`config.mk`:
```
export PLATFORM = sky130hd
export DESIGN_NAME = vga_timing_gen
export DESIGN_NICKNAME = d
export VERILOG_FILES = /design/src/rtl/vga_timing_gen.sv
export SDC_FILE = /design/constraint.sdc
export NUM_CORES = 1
export LEC_CHECK = 0
export BUFFER_PORTS_ARGS = -buffer_cell sky130_fd_sc_hd__buf_2
export CORE_MARGIN = 1.5
export CORE_UTILIZATION = 30
export CTS_CLUSTER_DIAMETER = 150
export CTS_CLUSTER_SIZE = 25
export DETAILED_ROUTE_END_ITERATION = 8
export PLACE_DENSITY = 0.57
export SLEW_MARGIN = 20
export SYNTH_ARGS = -nofsm -noshare
export SYNTH_HDL_FRONTEND = slang
export SYNTH_SLANG_ARGS = --single-unit
```
`constraint.sdc`:
```
create_clock -name clk -period 2.3 [get_ports clk]
set_clock_uncertainty 0.05 [all_clocks]
set_input_delay 0.115 -clock clk [delete_from_list [all_inputs] [get_ports clk]]
set_output_delay 0.115 -clock clk [all_outputs]
set_load 0.01 [all_outputs]
```
`src/rtl/vga_timing_gen.sv`:
```
// 640x480@60 VGA timing: pixel-enable divider, h/v counters, registered syncs and frame strobe.
// Define VGA_TIMING_FRAME_CNT_EN to add a 16-bit free-running frame counter output (frame_cnt).
module vga_timing_gen #(
    parameter int CLK_DIV   = 4,
    parameter int H_DISPLAY = 640,
    parameter int H_FRONT   = 16,
    parameter int H_SYNC    = 96,
    parameter int H_BACK    = 48,
    parameter int V_DISPLAY = 480,
    parameter int V_FRONT   = 10,
    parameter int V_SYNC    = 2,
    parameter int V_BACK    = 33
) (
    input  logic       clk,
    input  logic       reset,
    output logic       p_tick,
    output logic [9:0] hcount,
    output logic [9:0] vcount,
    output logic       video_on,
    output logic       hsync,
    output logic       vsync,
    output logic       frame_tick
`ifdef VGA_TIMING_FRAME_CNT_EN
    ,
    output logic [15:0] frame_cnt
`endif
);

    localparam int H_TOTAL = H_DISPLAY + H_FRONT + H_SYNC + H_BACK;
    localparam int V_TOTAL = V_DISPLAY + V_FRONT + V_SYNC + V_BACK;
    localparam int DIV_W   = $clog2(CLK_DIV);

    localparam logic [DIV_W-1:0] DIV_LAST = DIV_W'(CLK_DIV - 1);
    localparam logic [9:0] H_LAST     = 10'(H_TOTAL - 1);
    localparam logic [9:0] V_LAST     = 10'(V_TOTAL - 1);
    localparam logic [9:0] H_VIS      = 10'(H_DISPLAY);
    localparam logic [9:0] V_VIS      = 10'(V_DISPLAY);
    localparam logic [9:0] HS_START   = 10'(H_DISPLAY + H_FRONT);
    localparam logic [9:0] HS_END     = 10'(H_DISPLAY + H_FRONT + H_SYNC - 1);
    localparam logic [9:0] VS_START   = 10'(V_DISPLAY + V_FRONT);
    localparam logic [9:0] VS_END     = 10'(V_DISPLAY + V_FRONT + V_SYNC - 1);

    logic [DIV_W-1:0] div_cnt_reg;
    logic [DIV_W-1:0] div_cnt_next;
    logic [9:0]       hcount_reg;
    logic [9:0]       hcount_next;
    logic [9:0]       vcount_reg;
    logic [9:0]       vcount_next;
    logic             p_tick_reg;
    logic             frame_tick_reg;
    logic             hsync_reg;
    logic             hsync_next;
    logic             vsync_reg;
    logic             vsync_next;
    logic             pix_end;
    logic             line_end;
    logic             frame_wrap;

    // Counts advance on the same edge that raises p_tick, so p_tick marks a fresh pixel.
    always_comb begin
        pix_end      = (div_cnt_reg == DIV_LAST);
        line_end     = pix_end && (hcount_reg == H_LAST);
        frame_wrap   = line_end && (vcount_reg == V_LAST);
        div_cnt_next = pix_end ? '0 : div_cnt_reg + 1'b1;

        hcount_next = hcount_reg;
        if (pix_end) begin
            hcount_next = (hcount_reg == H_LAST) ? 10'd0 : hcount_reg + 10'd1;
        end

        vcount_next = vcount_reg;
        if (line_end) begin
            vcount_next = (vcount_reg == V_LAST) ? 10'd0 : vcount_reg + 10'd1;
        end

        // Syncs decode the next counts so they register in step with hcount/vcount.
        hsync_next = !((hcount_next >= HS_START) && (hcount_next <= HS_END));
        vsync_next = !((vcount_next >= VS_START) && (vcount_next <= VS_END));
    end

    always_ff @(posedge clk or posedge reset) begin
        if (reset) begin
            div_cnt_reg    <= '0;
            hcount_reg     <= 10'd0;
            vcount_reg     <= 10'd0;
            p_tick_reg     <= 1'b0;
            frame_tick_reg <= 1'b0;
            hsync_reg      <= 1'b1;
            vsync_reg      <= 1'b1;
        end else begin
            div_cnt_reg    <= div_cnt_next;
            hcount_reg     <= hcount_next;
            vcount_reg     <= vcount_next;
            p_tick_reg     <= pix_end;
            frame_tick_reg <= frame_wrap;
            hsync_reg      <= hsync_next;
            vsync_reg      <= vsync_next;
        end
    end

`ifdef VGA_TIMING_FRAME_CNT_EN
    logic [15:0] frame_cnt_reg;

    always_ff @(posedge clk or posedge reset) begin
        if (reset) begin
            frame_cnt_reg <= 16'd0;
        end else if (frame_wrap) begin
            frame_cnt_reg <= frame_cnt_reg + 16'd1;
        end
    end

    assign frame_cnt = frame_cnt_reg;
`endif

    assign p_tick     = p_tick_reg;
    assign hcount     = hcount_reg;
    assign vcount     = vcount_reg;
    assign hsync      = hsync_reg;
    assign vsync      = vsync_reg;
    assign frame_tick = frame_tick_reg;
    assign video_on   = (hcount_reg < H_VIS) && (vcount_reg < V_VIS);

endmodule

```
==> qor.yml <==
period_minus_slack_ns: 2.01
fmax_mhz: 498
holdPathStages: 1
setup_viol: 0
die_y_um: 72.0
p_comb_frac: 0.016
cp.required_ns: 2.45
netlist_area_um2: 1430
start_util: 0.319
syn_nets: 152
diodes: 0
pwr-share-seq: 0.594
synth-edff-count: 0
fp-row-count: 24
wire_per_inst_um: 13.5
grt_overflow: 0
hp-class: "reg -> reg"
routed_via_density: 5.00
min_period_over_period: 0.873
yosys.cell_count.top_type: "dfrtp_1"
clockBufferDepth: 2
ys_warn_count: 0
netlist_instances: 146
netlist_top_cells_count: "dfrtp_1, nand2_1, nand3_1"
cts_root_buf: "clkbuf_8"
p_int_mw: 0.613
vias: 1121
port_buffers: 26
reg2reg_depth: 7
ant_nets: 0
async_flop_share: 1.00
cp_data_arrival_time_ns: 2.15
post_cts_buffers: 0
coreArea_um2: 4470
slew_viol_final: 0
fin_tns_setup_ns: 0
hpwl_um: 2180
post-place-ws_ns: 0.277
start_kind: "register"
endpoint_kind: "register"
cts_tree: "built"
synthTopCellsByArea: "dfrtp_1, xnor2_1, nand2_1, dfstp_2, ha_1"
worst_pin_slew_ns: 0.507
drt_pass1_iterations: 4
synth_top_area_cell: "dfrtp_1"
switching_power_mw: 0.157
power_density_nw_per_um2: 464
yosys_register_bits: 26
drive_gt1_frac: 0.244
yosys.area.top_type_share: 0.421
initialDrtViolationCount: 59
synth.yosys.seq_area_share: 0.457
setup_slack_ns: 0.293
grt_max_degree: 27
status: "complete, no violations"
syn2layout_area_growth_pct: 16.1
ys_types: 45
cts.clk_slew.worst_paths_ns: 0.09
timing.setup.critical_path_class: "reg -> reg"
rsz0062_at_grt: "false"
grt.total_usage: 0.127
grt_pass1_wl_um: 5240
cap_violations: 0
p_leak_nw: 0.795
die_area_um2: 5180
routed_wl_um: 3030
antenna_found_initial: 0
syn_area_per_cell_um2: 9.78
insertion_delay_ns: 0.27
grt_pass1_vias: 1094
cts_sinks: 26
cts_made_buffers: 3
clockPowerShare: 0.391
pin_count: 27
finalHoldViolations: 0
post_cts_resized: 0
vdd_drop_max_v: 0.000180
drc: 0
ys.flop_type: "dfrtp_1"
die_w_um: 72.0
switching_share: 0.203
gp_congestion: 0.859
reg2reg_setup_slack_ns: 0.29
h-tree-depth: 1
final_nets: 179
critPathMaxFanout: 13
maxSlewHeadroom: 0.659
[worst max-delay path, cell delays in order, from the launching register on]
cell and delay [ns]:
dfrtp_1 0.36, ha_1 0.34, and3_1 0.27, and4_1 0.22
buf_4 0.19, a41oi_1 0.15, a31oi_1 0.23, nand4_1 0.11
[what timing repair did]
item | in CTS | in global routing
hold buffers | 1 | 0
setup endpoints to repair | 0 | 0
endpoints found under the hold margin | 24 | 0
[kinds of logic (layout without fill, tap and decap cells)]
logic type	after synthesis	after routing	synth area share
xor+xnor	11	11	0.0675
flops	26	26	0.457
simple gates	66	66	0.261
mux	3	3	0.0210
buf+inv	13	39	0.0526
fa+ha+maj	4	4	0.0351
compound gates	23	23	0.105
[area by class of cell]
type / instances / area [um^2]
fill: 465 / 2820
tap: 52 / 65.1
clock buffer: 4 / 55.1
timing repair buffer: 31 / 170
sequential: 26 / 653
inverter: 4 / 15.0
multi-input combinational: 107 / 699
[layout by cell type (no fill, tap or decap), types with 2 or more instances in the layout]
| cell type | n |
|---|---|
| nor2_1 | 8 |
| o21ai_1 | 4 |
| xnor2_1 | 8 |
| mux2i_1 | 3 |
| and3_1 | 4 |
| buf_2 | 26 |
| ha_1 | 4 |
| nor2b_1 | 3 |
| nand4_1 | 7 |
| nand2_1 | 16 |
| o21ai_0 | 7 |
| nand3_1 | 10 |
| clkbuf_8 | 4 |
| buf_4 | 4 |
| nor3_1 | 3 |
| inv_1 | 4 |
| xor2_1 | 3 |
| dfrtp_1 | 24 |
| dfstp_2 | 2 |
| a21boi_0 | 2 |
| a21oi_1 | 2 |
[power by group through the flow]
stage | Sequential (mW) | Combinational, mW | Clock [mW]
after CTS | 0.457 | 0.0133 | 0.316
final | 0.457 | 0.0122 | 0.301
after global placement | 0.466 | 0.0119 | 0
after detailed placement | 0.466 | 0.0120 | 0
after global routing | 0.457 | 0.0149 | 0.329
after floorplan | 0.466 | 0.00676 | 0
[through the flow]
| stage | std cells | total power, mW | hold slack, ns | utilization | cell area (um^2) |
|---|---|---|---|---|---|
| finish | 224 | 0.770 | 0.382 | 0.371 | 1660 |
| CTS | 224 | 0.786 | 0.386 | 0.371 | 1660 |
| global route | 224 | 0.801 | 0.402 | 0.371 | 1660 |
| global placement | 219 | 0.478 | 0.143 | 0.356 | 1590 |
| floorplan | 146 | 0.473 | 0.104 | - | 1430 |
| detailed placement | 219 | 0.478 | 0.146 | 0.356 | 1590 |
[worst paths after layout]
path                                 from              to
max                        div_cnt_reg[0]           vsync
min                        div_cnt_reg[0]  div_cnt_reg[0]
max reg2reg                div_cnt_reg[0]           vsync
min reg2reg                div_cnt_reg[0]  div_cnt_reg[0]
max in group asynchronous           reset           hsync
min in group asynchronous           reset       vcount[2]
[layer usage]
layer,track usage,vias up,part of all wire
li1,-,570,-
met1,0.169,527,0.49
met2,0.207,22,0.47
met3,0.0347,2,0.037
met4,0.0252,0,0.0059
met5,0,-,0
Power figures use the tool's default switching activity.
